==> config.mk <==
export PLATFORM = sky130hd
export DESIGN_NAME = pcie_gen5_tl_requester
export DESIGN_NICKNAME = d
export VERILOG_FILES = /design/src/rtl/pcie_gen5_tl_requester.sv
export SDC_FILE = /design/constraint.sdc
export NUM_CORES = 1
export LEC_CHECK = 0
export CAP_MARGIN = 20
export CORE_AREA = 2 2 540 542
export CTS_BUF_LIST = sky130_fd_sc_hd__clkbuf_8
export DETAILED_ROUTE_END_ITERATION = 8
export DIE_AREA = 0 0 542 544
export PLACE_DENSITY_LB_ADDON = 0.05
export REMOVE_ABC_BUFFERS = 1
export SKIP_CTS_REPAIR_TIMING = 1
export SLEW_MARGIN = 20
export SYNTH_ARGS = -nofsm -noshare
export SYNTH_HDL_FRONTEND = slang
export SYNTH_SLANG_ARGS = --single-unit
export TNS_END_PERCENT = 10
==> constraint.sdc <==
create_clock -name clk -period 5.87 [get_ports clk]
set_clock_uncertainty 0.15 [all_clocks]
set_input_delay 0.587 -clock clk [delete_from_list [all_inputs] [get_ports clk]]
set_output_delay 0.587 -clock clk [all_outputs]
set_load 0.02 [all_outputs]
==> src/rtl/pcie_gen5_tl_requester.sv <==
// Requester-side PCIe transaction layer: builds MemWr/MemRd headers, allocates
// tags, matches returning Cpl/CplD and reports data, acks and completion timeouts.
module pcie_gen5_tl_requester #(
    parameter int          ADDR_WIDTH       = 64,
    parameter int          DATA_WIDTH       = 256,
    parameter int          TLP_HEADER_WIDTH = 128,
    parameter int          NUM_TAGS         = 8,
    parameter int          CPL_TIMEOUT      = 1024,
    parameter logic [15:0] REQUESTER_ID     = 16'h0100
) (
    input  logic                           clk,
    input  logic                           rst_n,
    input  logic                           req_valid,
    output logic                           req_ready,
    input  logic                           req_is_write,
    input  logic [ADDR_WIDTH-1:0]          req_addr,
    input  logic [DATA_WIDTH-1:0]          req_data,
    input  logic [9:0]                     req_length,
    input  logic [3:0]                     req_first_be,
    input  logic [3:0]                     req_last_be,
    output logic                           tx_valid,
    output logic                           tx_sop,
    output logic                           tx_eop,
    output logic [TLP_HEADER_WIDTH-1:0]    tx_header,
    output logic [DATA_WIDTH-1:0]          tx_data,
    input  logic                           tx_ready,
    input  logic                           rx_valid,
    input  logic                           rx_sop,
    input  logic                           rx_eop,
    input  logic [TLP_HEADER_WIDTH-1:0]    rx_header,
    input  logic [DATA_WIDTH-1:0]          rx_data,
    output logic                           rsp_valid,
    output logic [9:0]                     rsp_tag,
    output logic [1:0]                     rsp_status,
    output logic                           rsp_is_write,
    output logic [DATA_WIDTH-1:0]          rsp_data,
    output logic                           err_unexp_cpl,
    output logic [$clog2(NUM_TAGS+1)-1:0]  outstanding_cnt
);

    localparam int         TAG_W    = (NUM_TAGS > 1) ? $clog2(NUM_TAGS) : 1;
    localparam int         TMR_W    = $clog2(CPL_TIMEOUT + 1);
    localparam int         CNT_W    = $clog2(NUM_TAGS + 1);
    localparam logic [2:0] FMT_NODATA = 3'b000;
    localparam logic [2:0] FMT_DATA   = 3'b010;
    localparam logic [4:0] TYPE_MEM   = 5'b00000;
    localparam logic [4:0] TYPE_CPL   = 5'b01010;

    typedef enum logic {
        TAG_FREE     = 1'b0,
        TAG_WAIT_CPL = 1'b1
    } tag_state_t;

    tag_state_t            r_state     [NUM_TAGS];
    tag_state_t            w_state_nxt [NUM_TAGS];
    logic [TMR_W-1:0]      r_timer     [NUM_TAGS];
    logic [TMR_W-1:0]      w_timer_nxt [NUM_TAGS];
    logic [NUM_TAGS-1:0]   r_is_write;

    logic                  r_tx_valid;
    logic [TLP_HEADER_WIDTH-1:0] r_tx_header;
    logic [DATA_WIDTH-1:0] r_tx_data;
    logic                  r_rsp_valid;
    logic [9:0]            r_rsp_tag;
    logic [1:0]            r_rsp_status;
    logic                  r_rsp_is_write;
    logic [DATA_WIDTH-1:0] r_rsp_data;
    logic                  r_err_unexp_cpl;
    logic [CNT_W-1:0]      r_outstanding_cnt;

    logic                  w_any_free;
    logic [TAG_W-1:0]      w_alloc_tag;
    logic                  w_accept;
    logic [127:0]          w_tx_header;
    logic [2:0]            w_rx_fmt;
    logic [4:0]            w_rx_type;
    logic [9:0]            w_rx_tag;
    logic [TAG_W-1:0]      w_rx_tag_idx;
    logic                  w_is_cpl;
    logic                  w_cpl_match;
    logic                  w_to_any;
    logic [TAG_W-1:0]      w_to_tag;
    logic                  w_do_timeout;
    logic [CNT_W-1:0]      w_cnt_nxt;
    logic                  w_unused;

    // Lowest free tag wins: the descending loop lets the last hit overwrite.
    always_comb begin
        // NOTE: every always_comb output gets a default first so no path infers a latch.
        w_any_free  = 1'b0;
        w_alloc_tag = '0;
        for (int i = NUM_TAGS - 1; i >= 0; i--) begin
            if (r_state[i] == TAG_FREE) begin
                w_any_free  = 1'b1;
                w_alloc_tag = TAG_W'(i);
            end
        end
    end

    assign req_ready = (!r_tx_valid || tx_ready) && w_any_free;
    assign w_accept  = req_valid && req_ready;

    assign w_tx_header = {req_is_write ? FMT_DATA : FMT_NODATA, TYPE_MEM,
                          3'b000, 1'b0, 1'b0, 1'b0, 2'b00, 2'b00, 1'b0, 1'b0,
                          req_length, REQUESTER_ID, 10'(w_alloc_tag),
                          req_last_be, req_first_be, 64'(req_addr)};

    assign w_rx_fmt     = rx_header[127:125];
    assign w_rx_type    = rx_header[124:120];
    assign w_rx_tag     = rx_header[81:72];
    assign w_rx_tag_idx = w_rx_tag[TAG_W-1:0];
    assign w_is_cpl     = rx_valid && rx_sop && (w_rx_type == TYPE_CPL) &&
                          ((w_rx_fmt == FMT_NODATA) || (w_rx_fmt == FMT_DATA));
    // CplD must answer a read and Cpl must answer a write.
    assign w_cpl_match  = w_is_cpl && (w_rx_tag < 10'(NUM_TAGS)) &&
                          (r_state[w_rx_tag_idx] == TAG_WAIT_CPL) &&
                          ((w_rx_fmt == FMT_DATA) == !r_is_write[w_rx_tag_idx]);

    // A tag times out on the edge its timer reaches CPL_TIMEOUT; once saturated
    // it stays eligible until it wins the single response slot.
    always_comb begin
        w_to_any = 1'b0;
        w_to_tag = '0;
        for (int i = NUM_TAGS - 1; i >= 0; i--) begin
            if (r_state[i] == TAG_WAIT_CPL && r_timer[i] >= TMR_W'(CPL_TIMEOUT - 1)) begin
                w_to_any = 1'b1;
                w_to_tag = TAG_W'(i);
            end
        end
    end

    assign w_do_timeout = w_to_any && !w_cpl_match;

    always_comb begin
        w_cnt_nxt = '0;
        for (int i = 0; i < NUM_TAGS; i++) begin
            w_state_nxt[i] = r_state[i];
            w_timer_nxt[i] = r_timer[i];
            if (r_state[i] == TAG_WAIT_CPL && r_timer[i] != TMR_W'(CPL_TIMEOUT))
                w_timer_nxt[i] = r_timer[i] + 1'b1;
            if ((w_cpl_match && w_rx_tag_idx == TAG_W'(i)) ||
                (w_do_timeout && w_to_tag == TAG_W'(i))) begin
                w_state_nxt[i] = TAG_FREE;
                w_timer_nxt[i] = '0;
            end
            if (w_accept && w_alloc_tag == TAG_W'(i)) begin
                w_state_nxt[i] = TAG_WAIT_CPL;
                w_timer_nxt[i] = '0;
            end
            if (w_state_nxt[i] == TAG_WAIT_CPL)
                w_cnt_nxt = w_cnt_nxt + 1'b1;
        end
    end

    // NOTE: the per-tag tables are a handful of flops, so they take the reset
    // and a mid-operation reset drops every outstanding request cleanly.
    always_ff @(posedge clk or negedge rst_n) begin
        if (!rst_n) begin
            for (int i = 0; i < NUM_TAGS; i++) begin
                r_state[i] <= TAG_FREE;
                r_timer[i] <= '0;
            end
            r_is_write <= '0;
        end else begin
            // NOTE: sequential state uses non-blocking assignments only.
            for (int i = 0; i < NUM_TAGS; i++) begin
                r_state[i] <= w_state_nxt[i];
                r_timer[i] <= w_timer_nxt[i];
            end
            if (w_accept)
                r_is_write[w_alloc_tag] <= req_is_write;
        end
    end

    always_ff @(posedge clk or negedge rst_n) begin
        if (!rst_n) begin
            r_tx_valid  <= 1'b0;
            r_tx_header <= '0;
            r_tx_data   <= '0;
        end else if (w_accept) begin
            r_tx_valid  <= 1'b1;
            r_tx_header <= w_tx_header;
            r_tx_data   <= req_is_write ? req_data : '0;
        end else if (tx_ready) begin
            r_tx_valid  <= 1'b0;
        end
    end

    always_ff @(posedge clk or negedge rst_n) begin
        if (!rst_n) begin
            r_rsp_valid       <= 1'b0;
            r_rsp_tag         <= '0;
            r_rsp_status      <= '0;
            r_rsp_is_write    <= 1'b0;
            r_rsp_data        <= '0;
            r_err_unexp_cpl   <= 1'b0;
            r_outstanding_cnt <= '0;
        end else begin
            r_rsp_valid       <= w_cpl_match || w_do_timeout;
            r_err_unexp_cpl   <= w_is_cpl && !w_cpl_match;
            r_outstanding_cnt <= w_cnt_nxt;
            if (w_cpl_match) begin
                r_rsp_tag      <= w_rx_tag;
                r_rsp_status   <= 2'b00;
                r_rsp_is_write <= r_is_write[w_rx_tag_idx];
                r_rsp_data     <= (w_rx_fmt == FMT_DATA) ? rx_data : '0;
            end else if (w_do_timeout) begin
                r_rsp_tag      <= 10'(w_to_tag);
                r_rsp_status   <= 2'b01;
                r_rsp_is_write <= r_is_write[w_to_tag];
                r_rsp_data     <= '0;
            end
        end
    end

    assign tx_valid        = r_tx_valid;
    assign tx_sop          = r_tx_valid;
    assign tx_eop          = r_tx_valid;
    assign tx_header       = r_tx_header;
    assign tx_data         = r_tx_data;
    assign rsp_valid       = r_rsp_valid;
    assign rsp_tag         = r_rsp_tag;
    assign rsp_status      = r_rsp_status;
    assign rsp_is_write    = r_rsp_is_write;
    assign rsp_data        = r_rsp_data;
    assign err_unexp_cpl   = r_err_unexp_cpl;
    assign outstanding_cnt = r_outstanding_cnt;

    // Completion length, requester ID and EOP carry no information for single-beat matching.
    assign w_unused = ^{rx_eop, rx_header[119:82], rx_header[71:0]};

endmodule

==> flow_metrics.py <==
metrics = {
    "worst_setup_path": {
        "startpoint_type": "flip-flop",
        "critPathMaxFanout": 3,
        "crit_type": "flip-flop to flip-flop",
        "timing.rr.end": "outstanding_cnt[1]",
        "cp.required_ns": 6.49,
        "worstSetupEndpointType": "flip-flop",
        "crit_arrival_ns": 5.66,
        "rr_startpoint": "r_is_write[7]",
        "reg2reg_depth": 18,
        "regToRegSetupSlack_ns": 0.83,
    },
    "power_and_ir_drop": {
        "intPower_mw": 12.18,
        "p_leak_nw": 21.72,
        "switching_share_pct": 38.52,
        "p_per_area_mw_per_mm2": 388.0,
        "p_total_mw": 19.81,
        "clkPwrFrac_pct": 32.2,
        "p_sw_mw": 7.630,
        "ir_drop_mv": 0.2455,
        "pwr-share-seq_pct": 32.7,
        "combinationalPowerShare_pct": 35.1,
    },
    "die": {
        "dieArea_mm2": 0.2948,
        "io_pins": 1393,
        "row_count": 198,
        "die_w_um": 542,
        "fp.dieH_um": 544,
        "core_mm2": 0.2894,
        "start_util_pct": 10.22,
    },
    "outcome": {
        "status": "finished clean",
    },
    "clocking": {
        "clockBufferDepth": 4,
        "cts-root-buf": "clkbuf_8",
        "cts_buffers": 178,
        "clk_latency_ns": 0.92,
        "clock_sinks": 722,
        "path_clk_slew_ns": 0.06,
        "h-tree-depth": 4,
        "cts_tree": "done",
    },
    "place": {
        "dp.final_hpwl_mm": 152.9,
        "gp_congestion": 0.7375,
        "port_buffers": 1239,
    },
    "timing": {
        "grt_setup_unrepaired": "no",
        "hold_viol_final": 0,
        "relSlewSlack_pct": 31.89,
        "fin_crit_ns": 5.041,
        "tightest_slew_ns": 1.022,
        "final_max_slew_viol_count": 0,
        "fin_crit_sh_pct": 85.87,
        "whs_ns": 0.06528,
        "max_freq_mhz": 198.4,
        "setup_viol": 0,
    },
    "synthesis": {
        "synth_ff_type": "dfrtp_1",
        "ys_seq_area_share_pct": 61.11,
        "synth.avg_cell_area_um2": 10.32,
        "synth_cell_types": 76,
        "yosysMostFrequentCell": "nand2_1",
        "yosys-top-cells-count": "nand2_1 (828), dfrtp_1 (722), o21ai_0 (263), a22o_1 (256), clkbuf_1 (163)",
        "yosysWarnings": 0,
        "synth_area_leader_cell": "dfrtp_1",
        "synth.cell_area_mm2": 0.02957,
        "synth-async-reset-ratio_pct": 100.0,
        "netlist_top_cells_area": "dfrtp_1 (61%), nand2_1 (11%), a22o_1 (7.6%), o21ai_0 (4.5%), clkbuf_1 (2.1%)",
        "synth_edf_count": 0,
        "ys_seq_elements": 722,
        "postSynthCellCount": 2865,
        "synth_top_area_share_pct": 61.11,
    },
    "drt": {
        "wire_per_inst_um": 24.39,
        "drt_iter0_markers": 1368,
        "ant_nets": 0,
        "totalWireLength_mm": 200.2,
        "drt_drc_violations_left": 0,
        "drt_pass1_iterations": 5,
        "routed_via_density": 3.313,
        "vias": 27200,
    },
    "global_routing": {
        "grt_pass1_vias": 28050,
        "grt_max_degree": 226,
        "grtUsageTotal_pct": 13.05,
        "antenna_found_initial": 113,
        "grt_pass1_wl_mm": 263.9,
        "overflow": 0,
    },
    "finish": {
        "layout-drive-gt1-share_pct": 8.358,
        "fin_nets": 5018,
        "area_growth_pct": 72.68,
        "final_util_pct": 17.64,
        "fillCellCount": 32210,
    },
    "min_path": {
        "min_to": "tx_header[106]",
        "hold_path_class": "primary input to flip-flop",
        "whs_path_depth": 3,
        "min_from": "req_length[8]",
    },
    "job": {
        "max-cap-violations": 0,
    },
}
routing by layer:
metal  global-route usage (%)  part of all wire [%]  up-vias
met3                    5.666                   9.7      394
met1                    14.60                    39    13140
li1                         -                     -    12530
met5                        0                  0.17        -
met2                    22.59                    49     1080
met4                    3.205                   2.5       52
placed cells by master, fill, tap and decap left out, drive strengths merged, types with 4 or more instances in the layout:
| cell | synthesis | layout |
|---|---|---|
| clkbuf | 163 | 224 |
| mux2 | 13 | 13 |
| o31ai | 4 | 4 |
| o21ai | 264 | 264 |
| o41ai | 6 | 6 |
| xor2 | 49 | 49 |
| a21oi | 26 | 26 |
| buf | 63 | 96 |
| ha | 22 | 22 |
| and2 | 12 | 12 |
| mux2i | 5 | 5 |
| clkdlybuf4s50 | 0 | 1237 |
| nor4 | 17 | 17 |
| a21o | 7 | 7 |
| nand4 | 39 | 39 |
| a31oi | 12 | 12 |
| nand3 | 36 | 36 |
| a22o | 256 | 256 |
| inv | 38 | 110 |
| conb | 1 | 42 |
| nor2 | 139 | 139 |
| a41oi | 5 | 5 |
| dlygate4sd3 | 0 | 73 |
| diode | 0 | 19 |
| and3 | 8 | 8 |
| or4 | 4 | 4 |
| xnor2 | 42 | 42 |
| nor3 | 15 | 15 |
| nor2b | 4 | 4 |
| nand2 | 828 | 828 |
| nand2b | 6 | 6 |
| dfrtp | 722 | 722 |
| or3 | 5 | 5 |
| clkinv | 1 | 6 |
flip-flops by register name (all words and copies together), names as in the netlist, 4 cells and up:
signal	flops
tx_data	256
outstanding_cnt	4
r_is_write	8
tx_header	87
rsp_tag	10
r_timer	88
rsp_data	256
r_state	8
logic make-up after synthesis:
| family | after synthesis | synth area share [%] |
|---|---|---|
| AO/OA/AOI/OAI | 610 | 14.41 |
| XOR/XNOR | 93 | 2.962 |
| adder cells (fa/ha/maj) | 22 | 0.9310 |
| buffers and inverters | 265 | 3.952 |
| flip-flops | 722 | 61.11 |
| multiplexers | 21 | 0.9352 |
| other | 1 | 0.01268 |
| AND/OR/NAND/NOR | 1131 | 15.69 |
worst max-delay path, stage by stage, from the launching register on:
cell and delay (ns):
dfrtp_1 0.39, mux4_2 0.53, mux2i_4 0.20, xnor2_1 0.13, or3_1 0.44, a31oi_4 0.21, inv_1 0.07, ha_1 0.19
a211oi_1 0.27, a31oi_1 0.10, and2_1 0.18, a21o_1 0.15, ha_1 0.30, xor2_1 0.17, a311oi_2 0.31, ha_1 0.27
mux2_2 0.28, ha_1 0.28, mux2_2 0.27
how the worst max path moves through the flow:
stage                                     to          start
after CTS                 outstanding_cnt[1]  r_is_write[7]
after global routing      outstanding_cnt[1]  r_is_write[4]
after global placement    outstanding_cnt[1]  rx_header[72]
after detailed placement  outstanding_cnt[1]  rx_header[72]
final                     outstanding_cnt[1]  r_is_write[7]
after floorplan           outstanding_cnt[1]     r_state[7]
power groups by stage:
stage / Clock, mW / Combinational [mW] / Sequential [mW]
3_5_place_dp: 0 / 7.15 / 6.56
5_1_grt: 7.01 / 7.68 / 6.60
2_1_floorplan: 0 / 2.68 / 7.21
4_1_cts: 6.87 / 7.19 / 6.49
3_3_place_gp: 0 / 7.22 / 6.56
6_report: 6.38 / 6.96 / 6.47
per-stage QoR:
stage	area, um2	setup TNS [ns]	worst slack, ns	std cells
3_5_place_dp	46780	-0.07555	-0.07555	7813
6_report	51060	0	0.8295	8210
2_1_floorplan	28700	-8181.87	-19.72	2680
5_1_grt	51010	0	0.5025	8192
3_3_place_gp	46770	-0.1259	-0.1259	7812
4_1_cts	50280	0	0.7537	8118
layout make-up:
cell class                      instances  area [um2]  area share, %
Inverter                               39       146.4         0.2867
Antenna cell                           19       47.55        0.09313
Clock buffer                          224        3083          6.038
Multi-Input combinational cell       1919       10500          20.57
Tap cell                             3800        4755          9.313
Clock inverter                         81       417.9         0.8185
Sequential cell                       722       18070          35.39
Timing Repair Buffer                 1406       14040          27.49
(Power assumes the default switching activity.)
